<file path="src/rtl/vga_timing_gen.sv">
// vga_timing_gen: divides the board clock down to the pixel rate. It produces the raster
// counters, sync, blanking and frame-start strobes for a 640x480@60 display. The counters
// lead bright/hSync/vSync by PIPE_DELAY pixel ticks. This lets a downstream glyph fetch with
// a fixed read latency line up with the delayed sync and blanking at the colour mux.
module vga_timing_gen #(
  parameter int CLK_DIV    = 2,
  parameter int H_VISIBLE  = 640,
  parameter int H_FRONT    = 16,
  parameter int H_SYNC     = 96,
  parameter int H_BACK     = 48,
  parameter int V_VISIBLE  = 480,
  parameter int V_FRONT    = 10,
  parameter int V_SYNC     = 2,
  parameter int V_BACK     = 33,
  parameter int PIPE_DELAY = 1
) (
  input  logic        clk,
  input  logic        reset,
  output logic        pixelTick,
  output logic [15:0] hCount,
  output logic [15:0] vCount,
  output logic        bright,
  output logic        hSync,
  output logic        vSync,
  output logic        frameStart
);

  localparam int H_TOTAL = H_VISIBLE + H_FRONT + H_SYNC + H_BACK;
  localparam int V_TOTAL = V_VISIBLE + V_FRONT + V_SYNC + V_BACK;
  localparam int DIV_W   = (CLK_DIV > 1) ? $clog2(CLK_DIV) : 1;

  localparam logic [DIV_W-1:0] DIV_LAST = DIV_W'(CLK_DIV - 1);
  localparam logic [15:0] H_LAST   = 16'(H_TOTAL - 1);
  localparam logic [15:0] V_LAST   = 16'(V_TOTAL - 1);
  localparam logic [15:0] H_VIS    = 16'(H_VISIBLE);
  localparam logic [15:0] V_VIS    = 16'(V_VISIBLE);
  localparam logic [15:0] HS_START = 16'(H_VISIBLE + H_FRONT);
  localparam logic [15:0] HS_END   = 16'(H_VISIBLE + H_FRONT + H_SYNC);
  localparam logic [15:0] VS_START = 16'(V_VISIBLE + V_FRONT);
  localparam logic [15:0] VS_END   = 16'(V_VISIBLE + V_FRONT + V_SYNC);

  logic [DIV_W-1:0] div_q, div_d;
  logic             tick_q, tick_d;
  logic [15:0]      h_q, h_d;
  logic [15:0]      v_q, v_d;
  logic             bright_raw, hsync_raw, vsync_raw;

  // Next-state logic: the divider wraps at CLK_DIV-1; the raster advances only on a pixel tick
  always_comb begin
    div_d  = (div_q == DIV_LAST) ? '0 : div_q + 1'b1;
    tick_d = (div_q == DIV_LAST);
    h_d    = h_q;
    v_d    = v_q;
    if (tick_q) begin
      if (h_q == H_LAST) begin
        h_d = '0;
        v_d = (v_q == V_LAST) ? '0 : v_q + 16'd1;
      end else begin
        h_d = h_q + 16'd1;
      end
    end
  end

  // Divider, tick strobe and raster counters
  always_ff @(posedge clk) begin
    if (reset) begin
      div_q  <= '0;
      tick_q <= 1'b0;
      h_q    <= '0;
      v_q    <= '0;
    end else begin
      div_q  <= div_d;
      tick_q <= tick_d;
      h_q    <= h_d;
      v_q    <= v_d;
    end
  end

  // Undelayed decode of the current raster position (syncs are active low)
  always_comb begin
    bright_raw = (h_q < H_VIS) && (v_q < V_VIS);
    hsync_raw  = !((h_q >= HS_START) && (h_q < HS_END));
    vsync_raw  = !((v_q >= VS_START) && (v_q < VS_END));
  end

  assign pixelTick  = tick_q;
  assign hCount     = h_q;
  assign vCount     = v_q;
  assign frameStart = tick_q && (h_q == H_LAST) && (v_q == V_LAST);

  generate
    if (PIPE_DELAY == 0) begin : g_nodelay
      // The counters are already zero during reset, which would decode as visible. This flag
      // holds the outputs inactive until the first clock after reset is released.
      logic run_q;

      // Marks the clocks that follow reset release
      always_ff @(posedge clk) begin
        run_q <= !reset;
      end

      assign bright = run_q ? bright_raw : 1'b0;
      assign hSync  = run_q ? hsync_raw  : 1'b1;
      assign vSync  = run_q ? vsync_raw  : 1'b1;
    end else begin : g_delay
      // Each stage holds {bright, hSync, vSync}. Stage 0 takes the current decode.
      logic [2:0] dly_q [PIPE_DELAY];

      // Shift the decode through the delay line once per pixel tick. Reset flushes it to
      // inactive so that no stale pixel is emitted after reset is released.
      always_ff @(posedge clk) begin
        if (reset) begin
          for (int i = 0; i < PIPE_DELAY; i++) dly_q[i] <= 3'b011;
        end else if (tick_q) begin
          dly_q[0] <= {bright_raw, hsync_raw, vsync_raw};
          for (int i = 1; i < PIPE_DELAY; i++) dly_q[i] <= dly_q[i-1];
        end
      end

      assign bright = dly_q[PIPE_DELAY-1][2];
      assign hSync  = dly_q[PIPE_DELAY-1][1];
      assign vSync  = dly_q[PIPE_DELAY-1][0];
    end
  endgenerate

endmodule
</file>
<file path="config.mk">
export PLATFORM = sky130hd
export DESIGN_NAME = vga_timing_gen
export DESIGN_NICKNAME = d
export VERILOG_FILES = /design/src/rtl/vga_timing_gen.sv
export SDC_FILE = /design/constraint.sdc
export NUM_CORES = 1
export LEC_CHECK = 0
export ABC_AREA = 1
export CAP_MARGIN = 40
export CORE_AREA = 3 3 84 86
export CTS_CLUSTER_DIAMETER = 50
export DETAILED_ROUTE_END_ITERATION = 10
export DIE_AREA = 0 0 87 89
export SYNTH_ARGS = -nofsm -noshare
export SYNTH_HDL_FRONTEND = slang
export SYNTH_SLANG_ARGS = --single-unit
</file>
<file path="constraint.sdc">
create_clock -name clk -period 2.2 [get_ports clk]
set_input_delay 0.66 -clock clk [delete_from_list [all_inputs] [get_ports clk]]
set_output_delay 0.66 -clock clk [all_outputs]
set_load 0.02 [all_outputs]
</file>
==> run metrics <==
total number of yosys warnings=0; final setup violating endpoints=0; number of hold-slack violations in the final timing report=0; critical path arrival=about 1400 ps; initial antenna violation count=0; final net count=around 420; horizontal extent of the die=about 87 µm; via density per instance=roughly 4.8; worst hold slack after final layout=roughly 420 ps; GR met2 Demand/Resource=0.2616; largest buffer count on any clock path=2; synthesis-to-layout area growth=41.09%; io pins=39; met3 Use GR=0.03318; floorplan row count=29; fill cell count=about 640; root buf cell=sky130_fd_sc_hd__clkbuf_8; Synth Area per Inst=between 6 and 7 µm²; RePlAce Congestion=~0.86; DRT Wirelength=a little under 6000 µm; number of library cell types mapped by synthesis=33; fraction of final layout cells sized beyond drive strength 1=0.2263; clock buffers created by TritonCTS=5; required time reported for the critical path endpoint=approximately 1500 ps; Seq/Total Area, Yosys=0.3496; TritonCTS Sinks=37; Fmax achieved=between 0.4 and 0.5 GHz; path class of the lowest-slack min-delay path=flop to flop; buffers added on ports=38; WL/cell=12.01 µm; via count of the first global-routing pass=about 2200; max-cap viol count=0; outcome=completed; H-tree depth reported by CTS=2; Die H=roughly 89 µm; pins over their slew limit=0; most common cell after layout, fill and taps aside=sky130_fd_sc_hd__nand2_1; core region area=0.006350 mm²; Critical Path Start Type=flop; met1 usage in global routing=0.2241; placed wire-length estimate after detailed placement=around 4600 µm; DRC violation count after routing=0; TritonCTS clock tree=yes; RSZ-0062 raised after global routing=no; Clock Pin Slew Worst Setup and Hold Paths=around 80 ps; number of vias after detailed routing=2347; pin count of the biggest net entering global routing=21; highest-count cells in the layout ignoring fill and taps=78 x sky130_fd_sc_hd__nand2_1, 57 x sky130_fd_sc_hd__nor2_1, 49 x sky130_fd_sc_hd__buf_4; most used routing layer=met2; cts-stage hold buffer count=0; clock tree skew after final layout=9.960 ps; Clock Latency Late Sink=just under 300 ps; setup total negative slack=0 ps; number of enable flip-flop cells after synthesis=3; Inserted Diodes=0; peak fanout along the critical path=2; first-pass GRT wire length=roughly 10000 µm; leakage power summed over all cells=~1.2 nW; part of the cycle the worst path needs=0.9565; total routing usage reported by global routing=0.1640; actual slew at the worst max-slew pin=446.4 ps; Cells after Synth=322; DR pass1 iterations=4; synthesis-stage register bit count=37; total congestion overflow=0; area of the mapped netlist=0.002205 mm²; synthesized net count=roughly 330; Post-CTS Repair Setup Buffers=0; full die area=0.007743 mm²; ANT nets after route=0; Async SR Flop Fraction=0; starting density of the core=0.3472; crit path capture type=output port; worst IR drop on VDD=between 0.0002 and 0.00025 V; worst setup path class=flop to output port; relative slew slack=0.6997; Iteration-0 DRC Markers=94; total power draw=roughly 0.0013 W; time the final worst path needs with I/O delays and setup=roughly 2100 ps; power density cells=approximately 410 mW/mm²; commonest register cell after synthesis=sky130_fd_sc_hd__dfxtp_1
[through the flow]
stage | worst slack (ps) | area (µm²) | instances | util
floorplan | 99.93 | 2205 | 322 | -
global placement | -75.08 | 2998 | 480 | 0.4721
global route | 2.676 | 3110 | 488 | 0.4899
CTS | 15.27 | 3097 | 488 | 0.4877
finish | 95.79 | 3110 | 488 | 0.4899
detailed placement | -115.8 | 2998 | 480 | 0.4721
[final timing paths]
kind,startpoint,to,slack (ps),depth (start not counted)
hold reg to reg,div_q,pixelTick,420,2
setup reg to reg,vCount[0],vCount[14],510,8
hold / removal,div_q,pixelTick,420,2
setup / recovery,hCount[1],frameStart,100,6
[sequential cells by signal, indices dropped and copies added (netlist names)]
| signal | cells |
|---|---|
| hCount | 16 |
| vCount | 16 |
| g_delay.dly_q | 3 |
| div_q | 1 |
| pixelTick | 1 |
[power by group]
part	switching, W	internal [W]	total [W]
clock	0.000248	0.000283	0.000532
sequential	0.00000236	0.000683	0.000686
combinational	0.0000347	0.0000181	0.0000528
[per-layer routing]
layer	share of wire	up-vias
li1	-	1223
met1	0.50	1071
met2	0.45	49
met3	0.047	4
met4	0.0094	0
met5	0	-
[synth_stat cells, types with 2 or more instances]
| library cell | number | area, µm² |
|---|---|---|
| sky130_fd_sc_hd__nor2_4 | 2 | 22.52 |
| sky130_fd_sc_hd__inv_2 | 2 | 7.510 |
| sky130_fd_sc_hd__nand2_1 | 78 | 292.8 |
| sky130_fd_sc_hd__nand4_1 | 8 | 50.05 |
| sky130_fd_sc_hd__xnor2_1 | 2 | 17.52 |
| sky130_fd_sc_hd__nand2_2 | 6 | 37.54 |
| sky130_fd_sc_hd__nand3_2 | 4 | 40.04 |
| sky130_fd_sc_hd__edfxtp_1 | 3 | 90.09 |
| sky130_fd_sc_hd__a21oi_2 | 9 | 78.83 |
| sky130_fd_sc_hd__a21oi_1 | 14 | 70.07 |
| sky130_fd_sc_hd__dfxtp_1 | 34 | 680.7 |
| sky130_fd_sc_hd__nor2_1 | 59 | 221.5 |
| sky130_fd_sc_hd__clkbuf_1 | 2 | 7.510 |
| sky130_fd_sc_hd__nand2_4 | 2 | 22.52 |
| sky130_fd_sc_hd__o21ai_0 | 8 | 40.04 |
| sky130_fd_sc_hd__inv_1 | 27 | 101.4 |
| sky130_fd_sc_hd__ha_1 | 4 | 50.05 |
| sky130_fd_sc_hd__nor3_1 | 12 | 60.06 |
| sky130_fd_sc_hd__xor2_1 | 5 | 43.79 |
| sky130_fd_sc_hd__nand3_1 | 26 | 130.1 |
| sky130_fd_sc_hd__nor2_2 | 2 | 12.51 |
| sky130_fd_sc_hd__o21bai_1 | 2 | 15.01 |
[timing repair]
action / in CTS / in global routing
setup endpoints to repair: 1 / 1
pin swaps: 0 / 2
gates resized for setup: 5 / 6
[critical path, cell delays in order (launching register included)]
cell and delay, ps:
sky130_fd_sc_hd__dfxtp_2 340, sky130_fd_sc_hd__ha_2 190, sky130_fd_sc_hd__nand3_1 90, sky130_fd_sc_hd__nor2_1 110, sky130_fd_sc_hd__nand3_1 120, sky130_fd_sc_hd__nor2_2 170, sky130_fd_sc_hd__buf_6 140
[kinds of logic (layout without fill, tap and decap cells)]
family | Yosys count | in the layout | synth area share
XOR/XNOR | 7 | 7 | 0.02781
AND/OR/NAND/NOR | 204 | 204 | 0.4291
flip-flops | 37 | 37 | 0.3496
buffers and inverters | 36 | 125 | 0.07434
adder cells (fa/ha/maj) | 4 | 4 | 0.02270
AO/OA/AOI/OAI | 34 | 34 | 0.09648
[final cells by class]
type	count	area [µm²]	area share
inverters	30	112.6	0.03620
clock buffers	7	96.34	0.03097
multi-input cells	249	1277	0.4107
repair buffers	87	749.5	0.2409
flip-flops and latches	37	773.2	0.2486
well taps	77	96.34	0.03097
clock inverters	1	5.005	0.001609
(Power assumes the default switching activity.)
